`config.mk`:
```
export PLATFORM = sky130hd
export DESIGN_NAME = microprocessor_command_sequencer
export DESIGN_NICKNAME = d
export VERILOG_FILES = /design/src/rtl/microprocessor_pkg.sv /design/src/rtl/microprocessor_command_sequencer.sv
export SDC_FILE = /design/constraint.sdc
export NUM_CORES = 1
export LEC_CHECK = 0
export ABC_CLOCK_PERIOD_IN_PS = 3050
export BUFFER_PORTS_ARGS = -buffer_cell sky130_fd_sc_hd__buf_2
export CAP_MARGIN = 10
export CORE_MARGIN = 2
export CORE_UTILIZATION = 50
export CTS_CLUSTER_DIAMETER = 50
export DETAILED_ROUTE_END_ITERATION = 6
export PLACE_DENSITY = 0.83
export SLEW_MARGIN = 20
export SYNTH_ARGS = -nofsm -noshare
export SYNTH_HDL_FRONTEND = slang
export SYNTH_SLANG_ARGS = --single-unit
```
`constraint.sdc`:
```
create_clock -name SYSTEM_CLK -period 3.05 [get_ports SYSTEM_CLK]
set_clock_uncertainty 0.15 [all_clocks]
set_input_delay 0.61 -clock SYSTEM_CLK [delete_from_list [all_inputs] [get_ports SYSTEM_CLK]]
set_output_delay 0.61 -clock SYSTEM_CLK [all_outputs]
set_load 0.01 [all_outputs]
```
`src/rtl/microprocessor_pkg.sv`:
```
// Shared types and constants for the host-side microprocessor command sequencer.
package microprocessor_pkg;

    typedef enum logic [1:0] {
        IDLE  = 2'd0,
        ISSUE = 2'd1,
        RUN   = 2'd2,
        RESP  = 2'd3
    } seq_state_t;

    localparam logic [3:0] OP_ADD = 4'b0011;
    localparam logic [3:0] OP_SUB = 4'b0111;
    localparam logic [3:0] OP_MUL = 4'b1100;

    localparam logic [7:0] DEFAULT_IDLE_ADDR = 8'h00;

endpackage

```
`src/rtl/microprocessor_command_sequencer.sv`:
```
// Issues one arithmetic request to the microprocessor, watches MICROADDRESS for
// start/completion, and returns the result (or a timeout abort) on a response port.
module microprocessor_command_sequencer
    import microprocessor_pkg::*;
#(
    parameter logic [7:0] IDLE_ADDR      = DEFAULT_IDLE_ADDR,
    parameter int         TIMEOUT_CYCLES = 255
) (
    input  logic       SYSTEM_CLK,
    input  logic       RESET,
    input  logic       REQ_VALID,
    output logic       REQ_READY,
    input  logic [3:0] REQ_OPCODE,
    input  logic [7:0] REQ_A,
    input  logic [7:0] REQ_B,
    output logic       RSP_VALID,
    input  logic       RSP_READY,
    output logic [7:0] RSP_DATA,
    output logic       RSP_TIMEOUT,
    output logic [3:0] OPCODE,
    output logic [7:0] DATA_IN_A,
    output logic [7:0] DATA_IN_B,
    output logic       GO_BAR,
    input  logic [7:0] MICROADDRESS,
    input  logic [7:0] DATA_OUT,
    output logic       BUSY
);

    // The timer is compared one count early so the abort lands on the edge it reaches the limit.
    localparam logic [7:0] TIMEOUT_LAST = 8'(TIMEOUT_CYCLES - 1);

    seq_state_t state;
    seq_state_t next_state;
    logic [7:0] timer;
    logic       in_flight;
    logic       timeout_hit;
    logic       start_seen;
    logic       done_seen;

    assign in_flight   = (state == ISSUE) || (state == RUN);
    assign timeout_hit = in_flight && (timer == TIMEOUT_LAST);
    assign start_seen  = (MICROADDRESS != IDLE_ADDR);
    assign done_seen   = (MICROADDRESS == IDLE_ADDR);

    always_ff @(posedge SYSTEM_CLK) begin
        if (!RESET) begin
            state <= IDLE;
        end else begin
            state <= next_state;
        end
    end

    // Timeout wins over a start or completion seen on the same edge.
    always_comb begin
        next_state = state;
        case (state)
            IDLE: begin
                if (REQ_VALID) begin
                    next_state = ISSUE;
                end
            end
            ISSUE: begin
                if (timeout_hit) begin
                    next_state = RESP;
                end else if (start_seen) begin
                    next_state = RUN;
                end
            end
            RUN: begin
                if (timeout_hit || done_seen) begin
                    next_state = RESP;
                end
            end
            RESP: begin
                if (RSP_READY) begin
                    next_state = IDLE;
                end
            end
            default: next_state = IDLE;
        endcase
    end

    always_comb begin
        REQ_READY = (state == IDLE) && RESET;
        GO_BAR    = (state != ISSUE);
        RSP_VALID = (state == RESP);
        BUSY      = in_flight;
    end

    // Operands only move on acceptance so they stay stable through the whole transaction.
    always_ff @(posedge SYSTEM_CLK) begin
        if (!RESET) begin
            timer       <= 8'h00;
            OPCODE      <= 4'h0;
            DATA_IN_A   <= 8'h00;
            DATA_IN_B   <= 8'h00;
            RSP_DATA    <= 8'h00;
            RSP_TIMEOUT <= 1'b0;
        end else begin
            case (state)
                IDLE: begin
                    if (REQ_VALID) begin
                        OPCODE    <= REQ_OPCODE;
                        DATA_IN_A <= REQ_A;
                        DATA_IN_B <= REQ_B;
                        timer     <= 8'h00;
                    end
                end
                ISSUE, RUN: begin
                    timer <= timer + 8'd1;
                    if (timeout_hit) begin
                        RSP_DATA    <= 8'h00;
                        RSP_TIMEOUT <= 1'b1;
                    end else if ((state == RUN) && done_seen) begin
                        RSP_DATA    <= DATA_OUT;
                        RSP_TIMEOUT <= 1'b0;
                    end
                end
                default: begin
                end
            endcase
        end
    end

endmodule

```
==> run metrics <==
run status=finished, final reports clean; Area growth syn-to-layout=25.7%; CP arrival=between 1 and 1.5 ns; Synth Area in XOR/XNOR=between 2 and 3%; Via density=between 4 and 5; TNS Setup=0 ns; Final Hold Vio Count=0; initial antenna violation count=0; hold_buf cts=0; Clock Tree Buf Depth=2; clk_lat worst skew=between 0.3 and 0.4 ns; FF-to-FF setup slack=0.96 ns; area share of fa/ha/maj cells after synthesis=under 10%; synthesis-stage register bit count=39; worst hold stages=2; Synth Area in Compound Gates=around 16%; synthesized area=about 0.0017 mm^2; number of diodes=0; Netlist cell types=31; chip width=around 63 um; Tcrit/Tclk final=a little under three quarters; Leak=between 0.9 and 1 nW; maximum capacitance violations=0; Worst Path Class, Setup=flip-flop to output port; via count=about 1500; Hold EP=RSP_TIMEOUT; clock sink count=39; Synth top area share=~46%; Worst EP required=between 2 and 2.5 ns; Routed Antenna Nets=0; vias in the first global route=1357; GP Congestion=0.824; # rows=21; YS warnings=0; r2r startpoint=state[0]; Root Driver=clkbuf_4; I/O Pins=73; nets@finish=323; Tmin final=approximately 2.2 ns; number of CTS-inserted buffers=5; simple logic cell fraction of the synthesized area=around a quarter; I/O Buffers=between 70 and 80; crit path capture type=output port; Initial DRC Count=44; die footprint=0.00391 mm^2; Finish-stage setup viols=0; initial core utilization=~52%; aggregate global routing overflow=0; Cells after Synth=205; H-tree levels=2; largest cells by area after synthesis=dfxtp_1, nand2_1, a21boi_0; total power=1.35 mW; Chip Height=~63 um; Reg2Reg Depth=7; CTS tree=yes; pin count of the biggest net entering global routing=24; Max-Slew Margin vs Limit=55.2%; design area=around 0.0022 mm^2; VDD IR max=~0.38 mV; Slew Viols, Final=0; Post-Syn Area per Cell=between 8 and 9 um^2; DP HPWL=~2600 um; Cell Area, Placed=0.00210 mm^2; worst hold start=RSP_TIMEOUT; CTS clock-pin slew for the worst setup and hold paths=0.11 ns; DRT Pass-1 Iters=4; total track usage=between 10% and 20%; area leader, netlist=dfxtp_1; number of gates resized after CTS=0; routed len/inst=around 11 um; mux cell area share after synthesis=~1.2%; Worst Hold Class=flip-flop to flip-flop; first-pass GRT wire length=between 5000 and 6000 um; crit-path max FO=7; Pwr Density=627 mW/mm^2; CORE AREA=roughly 0.0033 mm^2; DRC viols=0; layout cells sized above 1=31.8%; Seq/Total Area, Yosys=45.6%; largest family of logic cells by synthesized area=simple AND/OR/NAND/NOR gates; WL final=3420 um; max frequency=~460 MHz; Startpoint Class=flip-flop; Synth Net Count=about 250; FF-to-FF End=timer[6]; post-CTS setup buffer count=0; Tightest Pin Transition=around 0.67 ns; unrepaired setup endpoints after global routing=false
-- placed cells by master, fill, tap and decap left out, types with 2 or more instances in the layout --
master    count
buf_2        72
nand2_1      57
dfxtp_1      39
a21boi_0     20
nand3_1      10
o21ai_0       9
inv_1         7
nor2_1        7
ha_1          7
o21ai_1       5
clkbuf_4      5
and2_1        4
nor2b_1       4
xnor2_1       3
nand4_1       2
or4_4         2
a21oi_1       2
or3_1         2
mux2i_1       2
nor3_1        2
xor2_1        2
buf_4         2
-- stage by stage --
| stage | hold slack (ns) | utilization, % | setup WS, ns | std cells |
|---|---|---|---|---|
| floorplan | 0.323 | - | 1.01 | 205 |
| global placement | 0.288 | 63.4 | 0.933 | 315 |
| detailed placement | 0.299 | 63.4 | 0.915 | 315 |
| CTS | 0.315 | 65.0 | 0.840 | 323 |
| global route | 0.335 | 65.0 | 0.765 | 323 |
| finish | 0.309 | 65.0 | 0.868 | 323 |
-- report_power, final --
group	total [mW]	internal, mW	switching (mW)
registers	0.624	0.578	0.0468
clock network	0.249	0.0890	0.160
logic	0.476	0.189	0.287
-- registers in the layout (all words and copies together), names as in the netlist --
name	cells
DATA_IN_A	8
DATA_IN_B	8
RSP_DATA	8
timer	8
OPCODE	4
state	2
RSP_TIMEOUT	1
-- worst max path at each step --
stage	end	start	slack, ns	cells past startpoint
after floorplan	REQ_READY	RESET	1.01	3
final	BUSY	state[0]	0.87	3
after detailed placement	RSP_DATA[2]	RESET	0.92	5
after global placement	RSP_DATA[3]	RESET	0.93	5
after global routing	RSP_DATA[7]	state[0]	0.77	7
after CTS	BUSY	state[0]	0.84	3
-- cell families (layout without fill, tap and decap cells) --
group,count (synthesis),in the layout
xor+xnor,5,5
simple gates,94,94
mux,2,2
fa+ha+maj,7,7
compound gates,41,41
buf+inv,17,89
flops,39,39
-- worst max-delay path, stage by stage (launching register included) --
cell     delay [ns]
dfxtp_1        0.40
inv_1          0.11
ha_1           0.41
buf_2          0.18
-- layer usage --
layer | track usage, % | up-vias | part of all wire [%]
met5 | 0 | - | 0
met4 | 5.83 | 0 | 1.1
met3 | 4.86 | 5 | 6.5
met2 | 30.2 | 46 | 47
met1 | 22.8 | 679 | 45
li1 | - | 819 | -
-- synth_stat cells (all sizes together) --
library cell / count
buf: 2
nand2: 57
a21boi: 20
or3: 2
nand4: 2
o311ai: 1
dfxtp: 39
o21ai: 15
and2: 4
or4: 2
nor2b: 4
nand3: 11
clkbuf: 8
nor3: 3
xor2: 2
nand2b: 1
ha: 7
inv: 7
a21oi: 2
o21a: 2
mux2i: 2
nor2: 8
xnor2: 3
o22ai: 1
-- layout make-up --
class	count	area [um^2]
fill	302	1160
multi-input combinational	149	858
sequential	39	781
timing repair buffer	74	375
tap	46	57.6
clock buffer	6	41.3
inverter	7	26.3
clock inverter	2	12.5
(Power assumes the default switching activity.)
